==> config.mk <==
export PLATFORM = sky130hd
export DESIGN_NAME = adat_rx_tdm_out
export DESIGN_NICKNAME = d
export VERILOG_FILES = /design/src/rtl/adat_rx_tdm_out.sv
export SDC_FILE = /design/constraint.sdc
export NUM_CORES = 1
export LEC_CHECK = 0
export BUFFER_PORTS_ARGS = -buffer_cell sky130_fd_sc_hd__buf_4
export CAP_MARGIN = 15
export CELL_PAD_IN_SITES_DETAIL_PLACEMENT = 1
export CELL_PAD_IN_SITES_GLOBAL_PLACEMENT = 1
export CORE_MARGIN = 2
export CORE_UTILIZATION = 45
export DETAILED_ROUTE_END_ITERATION = 10
export PLACE_DENSITY = 0.83
export SLEW_MARGIN = 20
export SYNTH_ARGS = -nofsm -noshare
export SYNTH_HDL_FRONTEND = slang
export SYNTH_SLANG_ARGS = --single-unit
==> constraint.sdc <==
create_clock -name i_clk -period 4 [get_ports i_clk]
set_input_delay 0.2 -clock i_clk [delete_from_list [all_inputs] [get_ports i_clk]]
set_output_delay 0.2 -clock i_clk [all_outputs]
set_load 0.1 [all_outputs]
==> src/rtl/adat_rx_tdm_out.sv <==
// Serialises each locked 8x24 ADAT frame into a 256-bit TDM8 frame (8 slots x 32 bits, MSB first, left-justified).
// Latency: i_valid at edge E0 sets hold_full; the frame starts at E1 (fsync/sdata valid after E1). A frame lasts 256*BCLK_DIV cycles.
// No backpressure: one frame is held; a write over a held, unloaded frame overwrites it and sets the sticky o_overrun.
module adat_rx_tdm_out #(
    parameter int BCLK_DIV = 4
) (
    input  logic        i_clk,
    input  logic        i_rst,
    input  logic [23:0] i_channels [0:7],
    input  logic        i_valid,
    input  logic        i_locked,
    output logic        o_bclk,
    output logic        o_fsync,
    output logic        o_sdata,
    output logic        o_busy,
    output logic        o_overrun
);
    localparam int CW = $clog2(BCLK_DIV);
    localparam logic [CW-1:0] CNT_LAST = CW'(BCLK_DIV - 1);
    localparam logic [CW-1:0] CNT_HALF = CW'(BCLK_DIV / 2);

    typedef enum logic {IDLE, RUN} state_t;

    state_t         state;
    logic [23:0]    hold [0:7];
    logic [23:0]    sh   [0:7];
    logic           hold_full;
    logic           lock_q;
    logic [CW-1:0]  cnt;
    logic [7:0]     k;

    logic           wr;
    logic           load;
    logic           frame_end;
    logic [CW-1:0]  cnt_nxt;
    logic [7:0]     k_nxt;
    logic           nxt_bit;

    // Decode write/load events and the serial bit for the next bit index.
    always_comb begin
        wr        = i_valid && i_locked;
        frame_end = (state == RUN) && (cnt == CNT_LAST) && (k == 8'hFF);
        load      = hold_full && ((state == IDLE) || frame_end);
        cnt_nxt   = cnt + CW'(1);
        k_nxt     = k + 8'd1;
        nxt_bit   = 1'b0;
        // Slot bits 31..8 carry the sample MSB first, bits 7..0 are zero padding.
        if (k_nxt[4:0] < 5'd24) begin
            nxt_bit = sh[k_nxt[7:5]][5'd23 - k_nxt[4:0]];
        end
    end

    // Hold buffer, its full flag and the sticky overrun flag; the shifter reads the old contents on a simultaneous load.
    always_ff @(posedge i_clk or negedge i_rst) begin
        if (!i_rst) begin
            hold      <= '{default: '0};
            hold_full <= 1'b0;
            lock_q    <= 1'b0;
            o_overrun <= 1'b0;
        end else begin
            lock_q <= i_locked;
            if (wr) begin
                hold      <= i_channels;
                hold_full <= 1'b1;
            end else if (load || (lock_q && !i_locked)) begin
                hold_full <= 1'b0;
            end
            if (!lock_q && i_locked) begin
                o_overrun <= 1'b0;
            end
            if (wr && hold_full && !load) begin
                o_overrun <= 1'b1;
            end
        end
    end

    // IDLE/RUN sequencer: bit divider, bit index and registered TDM outputs.
    always_ff @(posedge i_clk or negedge i_rst) begin
        if (!i_rst) begin
            state   <= IDLE;
            sh      <= '{default: '0};
            cnt     <= '0;
            k       <= 8'd0;
            o_bclk  <= 1'b0;
            o_fsync <= 1'b0;
            o_sdata <= 1'b0;
            o_busy  <= 1'b0;
        end else if (load) begin
            // Start (or seamlessly restart) a frame at bit 0 of slot 0.
            state   <= RUN;
            sh      <= hold;
            cnt     <= '0;
            k       <= 8'd0;
            o_bclk  <= 1'b0;
            o_fsync <= 1'b1;
            o_sdata <= hold[0][23];
            o_busy  <= 1'b1;
        end else if (state == RUN) begin
            if (cnt != CNT_LAST) begin
                cnt    <= cnt_nxt;
                o_bclk <= (cnt_nxt >= CNT_HALF);
            end else if (k != 8'hFF) begin
                cnt     <= '0;
                k       <= k_nxt;
                o_bclk  <= 1'b0;
                o_fsync <= 1'b0;
                o_sdata <= nxt_bit;
            end else begin
                state   <= IDLE;
                cnt     <= '0;
                k       <= 8'd0;
                o_bclk  <= 1'b0;
                o_fsync <= 1'b0;
                o_sdata <= 1'b0;
                o_busy  <= 1'b0;
            end
        end
    end

endmodule

==> results of run 1 <==
-- power breakdown --
group | switching [mW] | internal [mW] | leakage [nW]
sequential | 0.354 | 4.45 | 5.05
combinational | 0.925 | 0.777 | 5.02
clock | 1.76 | 2.27 | 0.692
total | 3.04 | 7.50 | 10.8
-- worst paths after layout --
kind | from | to | slack [ps] | cells after the start
max | k[2] | o_sdata | 460 | 8
min | i_rst | hold[28] | 190 | 2
max reg2reg | k[2] | o_sdata | 460 | 8
min reg2reg | hold[152] | sh[152] | 470 | 2
max in group asynchronous | i_rst | hold[125] | 2680 | 3
min in group i_clk | i_locked | lock_q | 310 | 2
-- what timing repair did --
| item | CTS | global route |
|---|---|---|
| endpoints found under the hold margin | 279 | 0 |
| gates resized for setup | 0 | 0 |
| hold buffers | 194 | 0 |
-- kinds of logic after synthesis --
group	after synthesis
and+or+nand+nor	746
buffers and inverters	100
adders and majority gates	3
DFF	401
xor gates and xnor gates	6
AOI/OAI and AO/OA	70
muxes	234
-- final cells by class --
cell class / count / area share [%]
Timing Repair Buffer: 427 / 17.0
Tap cell: 511 / 2.86
Inverter: 7 / 0.117
Clock inverter: 14 / 0.520
Multi-Input combinational cell: 1059 / 29.1
Clock buffer: 63 / 5.67
Sequential cell: 401 / 44.8
-- placed cells by master, fill, tap and decap left out, drive strengths merged, types with 9 or more instances in the layout --
master and n:
buf 233, mux2i 14, clkbuf 63, dlygate4sd3 194
nand2 650, dfrtp 401, mux4 24, nor2 21
mux2 196, nand4 21, nand3 22, clkinv 10
o21ai 16, inv 9
-- sequential cells by signal, summed over array words and instances, names as in the netlist --
| name | cells |
|---|---|
| sh | 192 |
| cnt | 1 |
| hold_full | 1 |
| o_fsync | 1 |
| o_busy | 1 |
| o_bclk | 1 |
| o_sdata | 1 |
| hold | 192 |
| state | 1 |
| k | 8 |
| o_overrun | 1 |
| lock_q | 1 |
-- routing by layer --
metal	routed length [um]	share of wire, %	up-vias	GRT usage, %
li1	-	-	5934	-
met1	23200	38	7054	37.7
met2	31900	53	484	57.6
met3	2620	4.3	174	4.19
met4	3020	5.0	0	16.4
met5	0	0	-	0
-- through the flow --
stage | utilization [%] | cell area, um^2 | hold slack [ps]
floorplan | - | 16900 | -95.6
global placement | 51.0 | 19100 | 250
detailed placement | 51.0 | 19100 | 250
CTS | 59.9 | 22400 | 241
global route | 59.9 | 22400 | 282
finish | 59.9 | 22400 | 190
==> impl_results.md, run 1 <==
* DP HPWL at 35300 um
* H-tree depth at 2
* Mapped Cells at 1560
* Register area share after synthesis at 59.2%
* CP delay by family, top: simple AND/OR/NAND/NOR gates
* Number of synthesized flops with an enable pin at 0
* Layout Area Growth over Synthesis at 32.2%
* PnR worst setup slack at 457 ps
* P_leak at 10.8 nW
* Top post-synthesis cells by count: 649 x nand2_1, 401 x dfrtp_1, 194 x mux2_2, 73 x clkbuf_1, 24 x mux4_2
* Mux contribution to synthesized area at 17.0%
* WS Path Type: flip-flop to flip-flop
* Die area at 39200 um^2
* # rows at 71
* Setup tns final at 0 ps
* Nets@finish at 2137
* Pwr Density at 471 nW/um^2
* Fmax achieved at 0.282 GHz
* Register bit total from synthesis at 401
* Max Buffers Root-to-Sink at 3
* Vias in the first global route at 15700
* Final min period at 3540 ps
* Overall power at 10.5 mW
* CP max-delay cell: mux4_2
* Die X at 198 um
* Area leader, netlist: dfrtp_1
* Outcome: finished clean
* RSZ-0062 raised after global routing: false
* TritonCTS Sinks at 401
* First-pass GRT wire length at 93600 um
* GRT Resource Usage Total at 32.0%
* Max Cap Viol at 0
* # DRC at 0
* Peak supply drop at 0.337 mV
* Worst-Skew Late Latency at 590 ps
* Worst slew margin at 30.7%
* Number of routed nets with antenna violations at 0
* CP startpoint kind: flip-flop
* Post-Syn Nets at 1759
* Core Footprint at 37400 um^2
* Worst slew pin tran at 1030 ps
* Via Count at 13600
* WP buf/inv at 0
* Final GP Congestion at 0.839
* I/O Buffers at 200
* Final Max Slew Viols at 0
* Mapped Area at 16900 um^2
* Hold Crit Class: primary input to async pin
* Finished Layout Cells at 2482
* Clk pin slew, worst setup/hold paths at 60 ps
* Initial Utilization at 45.3%
* Total gr overflow at 0
* Setup-failing EPs final at 0
* Post-CTS Setup Inserts at 0
* Largest net degree at the start of global routing at 104
* Footprint of the multi-input gates at 6510 um^2
* # diodes at 0
* Worst path cell trace: nand3_2, or3_4, nand2_4, mux4_2, o311ai_0, a211o_1, o211ai_1, a41o_1
* Xor and xnor area share after synthesis at 0.310%
* Ys Warns at 0
* Final WL at 60700 um
* Post-route clock period utilization at 88.6%
* # fillers at 3884
* Largest family of logic cells by synthesized area: simple AND/OR/NAND/NOR gates
* Post-synth ARST share at 100%
* Post-Place Worst Slack at 524 ps
* Area contributors post-synth: dfrtp_1 59%, nand2_1 14%, mux2_2 13%
* Initial antenna violation count at 0
* Simple-Gate Fraction of Synth Area at 17.7%
* Cell count after placement at 2211
* Die Ht at 198 um
* Worst Setup End Kind: flip-flop
* Slowest Stage Delay on Critical Path at 590 ps
* Layout cells sized above 1 at 27.0%
* Compound-gate portion of the synthesized area at 3.03%
* Synth cell types at 58
* Synth Flop Type: dfrtp_1
* Initial DRC Count at 934
* Wire length per cell at 24.5 um
* Final Hold Violating Endpoints at 0
* Post-Synth Adder-Cell Area at 0.222%
* Top-count cell post-synth: nand2_1
* Crit-path max FO at 40
* Vias per cell at 5.50
* Share of the synthesized area in the top cell type at 59.2%
* Arrival time worst endpoint at 4010 ps
* Worst EP required at 4470 ps
* Setup clock skew after layout at 19.6 ps
* Clock root buffer: clkbuf_16
* Syn_area_per_cell at 10.9 um^2
* Ports at 201
* Register area at 10000 um^2
* TritonCTS Buffers at 42
* DR pass1 iterations at 5
* CTS tree: yes
(Power assumes the default switching activity.)
==> run 2, diff against run 1 <==
Clock period 4 ns to 4.25 ns, I/O delays scaled along.
==> run 2 against run 1 <==
  * Routed wire length increased by 1.1%
  * Global-route usage increased by 0.23 points
  * Register-to-register slack improved by 150 ps
  * Largest power group unchanged
==> impl_results.md, run 2 (same netlist as run 1, synthesis figures left out) <==
* Nets@finish at 2132 (-0.23%)
* Die Ht at 198 um (unchanged)
* PnR worst setup slack at 604 ps (+148 ps)
* Via Count at 13700 (+0.10%)
* WS Path Type: flip-flop to flip-flop
* Worst-Skew Late Latency at 590 ps (about the same)
* Final WL at 61400 um (+1.1%)
* Finished Layout Cells at 2480 (-0.081%)
* Cell count after placement at 2204 (-0.32%)
* Initial Utilization at 45.3% (unchanged)
* First-pass GRT wire length at 93700 um (about the same)
* DR pass1 iterations at 5 (unchanged)
* CP startpoint kind: flip-flop
* Clk pin slew, worst setup/hold paths at 70 ps (about the same)
* Post-CTS Setup Inserts at 0 (unchanged)
* Vias in the first global route at 15400 (-2.0%)
* Min Hold Slack at 280 ps (+89.4 ps)
* Ports at 201 (unchanged)
* TritonCTS Buffers at 44 (+4.8%)
* Initial antenna violation count at 2 (+2)
* Wire length per cell at 24.7 um (+1.2%)
* Worst slew margin at 38.1% (+7.4 points)
* Clock root buffer: clkbuf_16
* CTS tree: yes
* GRT Resource Usage Total at 32.3% (+0.23 points)
* Most frequent cells in the layout: 647 x nand2_1, 401 x dfrtp_1, 217 x buf_4
* Dpl cell area at 19000 um^2 (-0.28%)
* Largest net degree at the start of global routing at 103 (-0.96%)
* Hold Crit Class: primary input to async pin
* Total gr overflow at 0 (unchanged)
* Die area at 39200 um^2 (unchanged)
* Initial DRC Count at 920 (-1.5%)
* Hold_buf cts at 194 (unchanged)
* Vias per cell at 5.51 (+0.18%)
* Post-Place Worst Slack at 747 ps (+223 ps)
* Number of routed nets with antenna violations at 0 (unchanged)
* Worst EP required at 4720 ps (+250 ps)
* Post-route cell area at 22400 um^2 (+0.23%)
* DP HPWL at 35600 um (+0.59%)
* Setup clock skew after layout at 31.1 ps (+11.6 ps)
* Most common cell after layout, fill and taps aside: nand2_1
* P_leak at 10.8 nW (about the same)
* Final Max Slew Viols at 0 (unchanged)
* Arrival time worst endpoint at 4120 ps (+110 ps)
* Post-route clock period utilization at 85.8% (-2.8 points)
* Pwr Density at 453 nW/um^2 (-3.8%)
* Final GP Congestion at 0.889 (+5.9%)
* Final Hold Violating Endpoints at 0 (unchanged)
* Layout Area Growth over Synthesis at 32.5%
* Die X at 198 um (unchanged)
* Layout cells sized above 1 at 26.7% (-0.31 points)
* Post-CTS Resized at 0 (unchanged)
* Worst Setup End Kind: flip-flop
* Setup-failing EPs final at 0 (unchanged)
* Outcome: finished clean
* TritonCTS Sinks at 401 (unchanged)
* Final Util at 60.0% (+0.14 points)
* Setup tns final at 0 ps (unchanged)
* Core Footprint at 37400 um^2 (unchanged)
* H-tree depth at 2 (unchanged)
* Worst slew pin tran at 927 ps (-105 ps)
* Crit-path max FO at 20 (-50%)
* Final min period at 3650 ps (+102 ps)
* # rows at 71 (unchanged)
* # DRC at 0 (unchanged)
* RSZ-0062 raised after global routing: false
* Max Cap Viol at 0 (unchanged)
* Peak supply drop at 0.356 mV (+5.5%)
* Max Buffers Root-to-Sink at 3 (unchanged)
* Fmax achieved at 0.274 GHz (-2.8%)
* I/O Buffers at 200 (unchanged)
* Overall power at 10.2 mW (-3.6%)
* Largest regs: hold (192), sh (192), k (8)
[run 2: layout make-up]
class / count / area (um^2)
diodes: 1 / 2.50
clock buffers: 72 / 1380
fillers: 3866 / 15000
well taps: 511 / 639
flip-flops and latches: 401 / 10000
multi-input cells: 1059 / 6510
repair buffers: 420 / 3750
inverters: 7 / 26.3
clock inverters: 9 / 106
[run 2: critical path, cell delays in order, from the launching register on]
cell      delay, ps
dfrtp_1         560
ha_1            400
inv_1           180
or3_4           430
and2_1          420
nor2_1          470
a32oi_1         160
and3_1          200
nor4_1          250
o211ai_1        190
a41o_1          290
[run 2: where the power goes]
part,internal (mW),switching (mW),total [mW]
Combinational,0.732,0.866,1.60
Clock,2.34,1.68,4.02
Sequential,4.19,0.351,4.54
[run 2: metal layers]
metal,global-route usage (%),wire (um),vias up
met5,0,0,-
li1,-,-,5947
met4,15.9,3080,0
met3,5.37,2820,171
met1,36.8,23000,7094
met2,58.6,32500,448
[run 2: path summary, 6_finish.rpt]
check | slack [ps] | to | cells after the start | start
worst max-delay path | 600 | o_sdata | 10 | k[0]
worst min-delay path | 280 | hold[77] | 2 | i_rst
worst max register to register | 600 | o_sdata | 10 | k[0]
worst min register to register | 460 | sh[66] | 2 | hold[66]
max in group asynchronous | 2970 | sh[181] | 3 | i_rst
min in group i_clk | 360 | lock_q | 2 | i_locked
